**src/rtl/cfg_chain_loader_if.sv**
```systemverilog
// Config word stream between the bitstream source and the chain loader.
// The source drives word and valid; the loader answers with ready.
interface cfg_chain_loader_if #(
    parameter int WORD_W = 8
);
    logic [WORD_W-1:0] s_data;
    logic              s_valid;
    logic              s_ready;

    modport master (
        output s_data,
        output s_valid,
        input  s_ready
    );

    modport slave (
        input  s_data,
        input  s_valid,
        output s_ready
    );
endinterface

```
**src/rtl/cfg_chain_loader.sv**
```systemverilog
// Serialises config words LSB-first onto a scan chain head, shifts exactly
// CHAIN_LEN bits, then pulses a commit to the chain storage.
module cfg_chain_loader #(
    parameter  int CHAIN_LEN = 64,
    parameter  int WORD_W    = 8,
    localparam int CNT_W     = $clog2(CHAIN_LEN + 1),
    localparam int WC_W      = $clog2(WORD_W + 1)
) (
    input  logic                clk,
    input  logic                rst_n,
    input  logic                start,
    input  logic                abort,
    cfg_chain_loader_if.slave   stream,
    output logic                cfg_sdo,
    output logic                cfg_en,
    output logic                cfg_latch,
    output logic                busy,
    output logic                done
);

    typedef enum logic [1:0] {
        ST_IDLE,
        ST_LOAD,
        ST_SHIFT,
        ST_DONE
    } state_t;

    state_t              state_q;
    state_t              state_d;
    logic [CNT_W-1:0]    bit_cnt;
    logic [WC_W-1:0]     word_cnt;
    logic [WORD_W-1:0]   shreg;
    logic                last_bit;
    logic                word_end;

    assign last_bit = (bit_cnt == CNT_W'(CHAIN_LEN - 1));
    assign word_end = (word_cnt == WC_W'(WORD_W - 1));

    always_ff @(posedge clk) begin
        if (!rst_n) begin
            state_q  <= ST_IDLE;
            bit_cnt  <= '0;
            word_cnt <= '0;
            shreg    <= '0;
        end else begin
            state_q <= state_d;
            if (!abort) begin
                unique case (state_q)
                    ST_IDLE: begin
                        if (start) bit_cnt <= '0;
                    end
                    ST_LOAD: begin
                        if (stream.s_valid) begin
                            shreg    <= stream.s_data;
                            word_cnt <= '0;
                        end
                    end
                    ST_SHIFT: begin
                        shreg    <= shreg >> 1;
                        word_cnt <= word_cnt + WC_W'(1);
                        bit_cnt  <= bit_cnt + CNT_W'(1);
                    end
                    default: ;
                endcase
            end
        end
    end

    // Abort overrides every transition, including a start seen in IDLE.
    always_comb begin
        state_d = state_q;
        if (abort) begin
            state_d = ST_IDLE;
        end else begin
            unique case (state_q)
                ST_IDLE:  if (start) state_d = ST_LOAD;
                ST_LOAD:  if (stream.s_valid) state_d = ST_SHIFT;
                ST_SHIFT: begin
                    if (last_bit)      state_d = ST_DONE;
                    else if (word_end) state_d = ST_LOAD;
                end
                ST_DONE:  state_d = ST_IDLE;
                default:  state_d = ST_IDLE;
            endcase
        end
    end

    always_comb begin
        stream.s_ready = 1'b0;
        cfg_en         = 1'b0;
        cfg_sdo        = 1'b0;
        cfg_latch      = 1'b0;
        done           = 1'b0;
        busy           = (state_q != ST_IDLE);
        unique case (state_q)
            ST_LOAD:  stream.s_ready = !abort;
            ST_SHIFT: begin
                cfg_en  = !abort;
                cfg_sdo = shreg[0];
            end
            ST_DONE: begin
                cfg_latch = !abort;
                done      = !abort;
            end
            default: ;
        endcase
    end

endmodule

```
**src/flat_wrapper.sv**
```systemverilog
// flat-port wrapper written by rule: the top's interface ports become plain ports
module cfg_chain_loader_flat 
#(
    parameter  int CHAIN_LEN = 64,
    parameter  int WORD_W    = 8,
    localparam int CNT_W     = $clog2(CHAIN_LEN + 1),
    localparam int WC_W      = $clog2(WORD_W + 1)
)
  (clk, rst_n, start, abort, cfg_sdo, cfg_en, cfg_latch, busy, done, stream_s_data, stream_s_valid, stream_s_ready);
  cfg_chain_loader_if #(.WORD_W(WORD_W)) stream_i ();
  input  logic clk;
  input  logic rst_n;
  input  logic start;
  input  logic abort;
  output logic cfg_sdo;
  output logic cfg_en;
  output logic cfg_latch;
  output logic busy;
  output logic done;
  input wire logic [$bits(stream_i.s_data)-1:0] stream_s_data;
  input wire logic [$bits(stream_i.s_valid)-1:0] stream_s_valid;
  output wire logic [$bits(stream_i.s_ready)-1:0] stream_s_ready;
  assign stream_i.s_data = stream_s_data;
  assign stream_i.s_valid = stream_s_valid;
  assign stream_s_ready = stream_i.s_ready;
  cfg_chain_loader #(.CHAIN_LEN(CHAIN_LEN), .WORD_W(WORD_W)) u_core (.clk(clk), .rst_n(rst_n), .start(start), .abort(abort), .stream(stream_i), .cfg_sdo(cfg_sdo), .cfg_en(cfg_en), .cfg_latch(cfg_latch), .busy(busy), .done(done));
endmodule
```
**config.mk**
```make
export PLATFORM = sky130hd
export DESIGN_NAME = cfg_chain_loader_flat
export DESIGN_NICKNAME = d
export VERILOG_FILES = /design/src/rtl/cfg_chain_loader_if.sv /design/src/rtl/cfg_chain_loader.sv /design/src/flat_wrapper.sv
export SDC_FILE = /design/constraint.sdc
export NUM_CORES = 1
export LEC_CHECK = 0
export CORE_ASPECT_RATIO = 1.4
export CORE_MARGIN = 3
export CORE_UTILIZATION = 30
export DETAILED_ROUTE_END_ITERATION = 10
export PLACE_DENSITY = 0.49
export SYNTH_ARGS = -nofsm -noshare
export SYNTH_HDL_FRONTEND = slang
export SYNTH_SLANG_ARGS = --single-unit
export TNS_END_PERCENT = 5
```
**constraint.sdc**
```tcl
create_clock -name clk -period 3.3 [get_ports clk]
set_input_delay 0.99 -clock clk [delete_from_list [all_inputs] [get_ports clk]]
set_output_delay 0.99 -clock clk [all_outputs]
set_load 0.05 [all_outputs]
```
==> impl_metrics.ini, run 1 <==
[status]
status = finished clean

[route]
wl_per_cell_microns = 12.7
drt_pass1_iterations = 4
vias = 953
ant_nets = 0
post-route-drc-count = 0
drt-total-wl_microns = 2410
via_per_inst = 5.04
drt_iter0_drc = 21

[placed_design]
place_hpwl_microns = 1830
dp_slack_ns = 0.298
globalplace.congestion = 0.746
port_buffers = 18

[setup_path]
rr_worst_depth = 6
cp.arrival_ns = 2.00
start_kind = primary input
end_kind = output port
critical_path_class = in -> out
cp_max_fo = 4
crit_required_ns = 2.31

[yosys]
avgSynthCellArea_sq_um = 8.98
ys_ff_latch = 21
yosysWarnings = 0
synthCells = 130
synth_cell_types = 40
synth_area_sq_mm = 0.00117
synth_fp_nets = 149
ys_seq_area_frac = 0.360

[floorplanning]
io_pins = 19
die_area_sq_mm = 0.00469
row_count = 26
die_h_microns = 79.8
die_x_microns = 58.7
coreArea_sq_mm = 0.00371
start_util = 0.315

[power_and_ir_drop]
powerDensity_mw_per_mm2 = 349
swShare = 0.251
comb_power_share = 0.145
p_sw_w = 0.000128
clkPwrFrac = 0.337
leakage_nw = 0.498
peakVddDrop_v = 0.000162
totalPowerFinal_w = 0.000508
intPower_w = 0.000380
seqPwrFrac = 0.518

[timing]
fmax_mhz = 335
finalMaxSlewViolations = 0
fin_setup_tns_ns = 0
worstMarginPinSlew_ns = 0.550
setup_viol = 0
slew_headroom = 0.634
fin_skew_ns = 0.00192
setup_ws_ns = 0.312
finalHoldViolCount = 0
rsz0062_at_grt = no
period_minus_slack_ns = 2.99
min_period_over_period = 0.906

[clocking]
h-tree-depth = 1
cts_resized = 0
cts-buffers-inserted = 3
postCtsSetupBuffers = 0
clkSinkCount = 21
holdBufCountCts = 0
worstSkewPairLatency_ns = 0.26
root_buffer = clkbuf_8
clockBufferDepth = 2
clk_pin_slew_ns = 0.08
cts_tree = built

[global_route]
gr-total-overflow = 0
antenna_found_initial = 0
first_global_vias = 997
grt_usage = 0.118
grt_pass1_wl_microns = 4370
grt_max_degree = 19

[cells_and_area]
insertedDiodeCount = 0
multi_input_area_sq_um = 684
final_common_cell = dfxtp_1
regArea_sq_um = 420
fillers = 404
syn_to_final_growth_pct = 24.5
layout_common_cells = dfxtp_1 (21), nor2_1 (16), clkdlybuf4s50_1 (13)
utilization = 0.392
layout.nets = 167
drive_above_1_share = 0.122

[run]
drv_cap = 0

[hold_path]
min_path_cells = 2
hold_class = reg -> reg
-- per-layer routing --
metal	vias up	global-route usage	routed length [microns]
li1	500	-	-
met1	430	0.141	1030
met2	21	0.201	1230
met3	2	0.0259	135
met4	0	0.0408	14
met5	-	0	0
-- power groups by stage --
stage	combinational, W	sequential (W)	clock [W]
6_report	0.0000734	0.000263	0.000171
2_1_floorplan	0.0000469	0.000268	0
3_5_place_dp	0.0000743	0.000269	0
3_3_place_gp	0.0000739	0.000269	0
5_1_grt	0.0000833	0.000264	0.000191
4_1_cts	0.0000748	0.000263	0.000176
-- sequential cells by signal (all words and copies together), names as in the netlist --
name,cells
u_core.shreg,8
u_core.bit_cnt,7
u_core.word_cnt,4
u_core.state_q,2
-- synthesized netlist by cell type, drive strengths merged --
cell,instances,area [sq um]
a21oi,7,35.0
inv,5,18.8
nand4b,3,26.3
nor4b,1,8.76
o211ai,2,20.0
xnor2,3,26.3
and3b,1,8.76
a32oi,1,8.76
a31oi,2,12.5
nand3,3,20.0
nand3b,4,30.0
nand2,7,26.3
dfxtp,21,420
and2,1,6.26
nor3,2,10.0
or2,1,6.26
nor4,2,12.5
a2111oi,1,15.0
or3,2,12.5
buf,5,36.3
o21bai,2,15.0
clkbuf,2,7.51
ha,6,75.1
nor3b,1,7.51
nor2b,5,31.3
o21ai,3,15.0
o41ai,1,16.3
nor2,16,60.1
a211oi,7,52.6
mux2,1,11.3
nand4,1,6.26
mux2i,8,80.1
or3b,1,8.76
nand2b,2,20.0
-- layout make-up --
| type | count | area share |
|---|---|---|
| clock buffers | 4 | 0.0310 |
| flip-flops and latches | 21 | 0.289 |
| well taps | 42 | 0.0361 |
| multi-input cells | 97 | 0.471 |
| repair buffers | 20 | 0.160 |
| inverters | 5 | 0.0129 |
-- path summary, 6_finish.rpt --
check | start | endpoint | slack [ns]
min | u_core.shreg[7] | u_core.shreg[7] | 0.46
max reg2reg | u_core.state_q[0] | u_core.word_cnt[2] | 1.35
min reg2reg | u_core.shreg[7] | u_core.shreg[7] | 0.46
max | abort | done | 0.31
-- per-stage QoR --
step	instances	hold slack, ns	cell area, sq um
finish	189	0.457	1450
detailed placement	185	0.451	1410
floorplan	130	0.432	1170
global route	189	0.502	1450
global placement	185	0.451	1410
CTS	189	0.460	1450
-- worst max-delay path, cell delays in order --
cell             delay [ns]
clkdlybuf4s50_1        0.47
nor2b_1                0.35
buf_12                 0.19
-- kinds of logic after synthesis --
logic type	synth area share
buffers and inverters	0.0536
adder cells (fa/ha/maj)	0.0643
AO/OA/AOI/OAI	0.163
flip-flops	0.360
XOR/XNOR	0.0225
multiplexers	0.0782
AND/OR/NAND/NOR	0.258
Power figures use the tool's default switching activity.
==> inputs of run 2 (changes only) <==
- CAP_MARGIN: not set -> 0
- SLEW_MARGIN: not set -> 15
==> results of run 2 <==
The final DEF is identical to that of run 1; final timing and power are the same.
==> inputs of run 3 (changes only) <==
- CORE_UTILIZATION: 30 -> 46
- PLACE_DENSITY: 0.49 -> 0.69
==> run 3 against run 2 <==
  * Critical path depth up 1
  * Flip-flop and latch count unchanged
  * Utilization up 20 points
  * Final cell count down 4.2%
  * Largest cell class unchanged
  * Largest power group unchanged
==> impl_metrics.ini, run 3 (synthesis results as in run 1) <==
[status]
status = finished clean

[clocking]
cts_resized = 0
h-tree-depth = 1
postCtsSetupBuffers = 0
clockBufferDepth = 2
cts_tree = built
worstSkewPairLatency_ns = 0.31
root_buffer = clkbuf_4
clkSinkCount = 21
clk_pin_slew_ns = 0.12
holdBufCountCts = 0
cts-buffers-inserted = 3

[setup_path]
end_kind = output port
path_cells = inv_1 -> ha_1 -> inv_1 -> clkdlybuf4s50_1
cp-endpoint = busy
r2r_start = u_core.state_q[0]
crit_required_ns = 2.31
critical_path_class = reg -> out
cp_max_fo = 5
cp.arrival_ns = 2.02
regToRegSetupSlack_ns = 1.32
rr_worst_depth = 6
max_stage_delay_ns = 0.81
r2r_end = u_core.word_cnt[2]
startpoint = u_core.state_q[0]
slowest_stage = clkdlybuf4s50_1
cpMostUsedCell = inv_1
start_kind = register

[timing]
fmax_mhz = 332
slew_headroom = 0.628
setup_viol = 0
finalHoldViolCount = 0
fin_skew_ns = 0.00784
setup_ws_ns = 0.292
worstMarginPinSlew_ns = 0.559
finalMaxSlewViolations = 0
min_period_over_period = 0.911
period_minus_slack_ns = 3.01
fin_setup_tns_ns = 0
rsz0062_at_grt = no

[power_and_ir_drop]
clkPwrFrac = 0.269
powerDensity_mw_per_mm2 = 324
intPower_w = 0.000342
seqPwrFrac = 0.571
p_sw_w = 0.000120
leakage_nw = 0.491
peakVddDrop_v = 0.000268
comb_power_share = 0.161
swShare = 0.261

[global_route]
grt_pass1_wl_microns = 4230
grt_usage = 0.168
gr-total-overflow = 0
use_met2 = 0.302
first_global_vias = 1001
grt.busiest_layer = met2
gr-usage-met1 = 0.183
grt_use_met3 = 0.0272
grt_max_degree = 19
antenna_found_initial = 0

[placed_design]
placed_cells = 177
globalplace.congestion = 0.766
port_buffers = 18
dp_slack_ns = 0.309
place_hpwl_microns = 1770

[floorplanning]
start_util = 0.483
row_count = 21
coreArea_sq_mm = 0.00242
die_area_sq_mm = 0.00319
die_x_microns = 48.6
die_h_microns = 65.6
io_pins = 19

[cells_and_area]
drive_above_1_share = 0.122
utilization = 0.590
layout_common_cells = dfxtp_1 (21), nor2_1 (16), clkdlybuf4s50_1 (13)
layout.nets = 167
reg_top3 = u_core.shreg: 8 flops, u_core.bit_cnt: 7 flops, u_core.word_cnt: 4 flops
fillers = 214
fin_cells = 181
insertedDiodeCount = 0
syn_to_final_growth_pct = 22.1
final_common_cell = dfxtp_1
largest-register = u_core.shreg
largest_reg_flops = 8

[route]
vias = 974
wl_per_cell_microns = 12.6
drt-total-wl_microns = 2280
ant_nets = 0
via_per_inst = 5.38
drt_pass1_iterations = 4
post-route-drc-count = 0
drt_iter0_drc = 22

[run]
drv_cap = 0

[hold_path]
hold_class = reg -> reg
==> run 3: cell types whose count changed in the layout (fill, tap and decap cells not counted) <==
cell	before	now
clkbuf_4	0	3
clkbuf_8	3	0
==> run 3: critical path, delay by kind of cell, from the launching register on <==
family	cells	cell delay (ns)
adders and majority gates	1	0.27
buffers and inverters	3	1.03
DFF	1	0.42
==> run 3: power groups by stage <==
stage | clock network (W) | registers [W] | logic [W]
finish | 0.000124 | 0.000264 | 0.0000742
global route | 0.000144 | 0.000264 | 0.0000820
CTS | 0.000131 | 0.000264 | 0.0000746
detailed placement | 0 | 0.000269 | 0.0000743
global placement | 0 | 0.000269 | 0.0000725
floorplan | 0 | 0.000268 | 0.0000469
==> run 3: final cells by class <==
| cell class | count | area, sq um | area share |
|---|---|---|---|
| clock buffers | 4 | 26.3 | 0.0184 |
| repair buffers | 20 | 233 | 0.163 |
| flip-flops and latches | 21 | 420 | 0.295 |
| inverters | 5 | 18.8 | 0.0132 |
| well taps | 34 | 42.5 | 0.0299 |
| multi-input cells | 97 | 684 | 0.480 |
==> run 3: per-stage QoR <==
stage          cell area (sq um)  power (W)  hold slack, ns
2_1_floorplan               1170   0.000315           0.432
3_3_place_gp                1400   0.000341           0.449
3_5_place_dp                1400   0.000344           0.452
4_1_cts                     1430   0.000469           0.470
5_1_grt                     1430   0.000491           0.506
6_report                    1430   0.000462           0.470
==> run 3: worst min-delay path by stage <==
stage | start | endpoint | depth (start not counted)
floorplan | u_core.shreg[7] | u_core.shreg[7] | 2
finish | u_core.shreg[7] | u_core.shreg[7] | 2
CTS | u_core.shreg[7] | u_core.shreg[7] | 2
global route | u_core.shreg[7] | u_core.shreg[7] | 2
global placement | u_core.shreg[7] | u_core.shreg[7] | 2
detailed placement | u_core.shreg[7] | u_core.shreg[7] | 2
==> run 3: routing by layer <==
metal  part of all wire  vias to the layer above
met4              0.034                        0
met5                  0                        -
met3              0.043                        7
li1                   -                      499
met2               0.51                       27
met1               0.41                      441
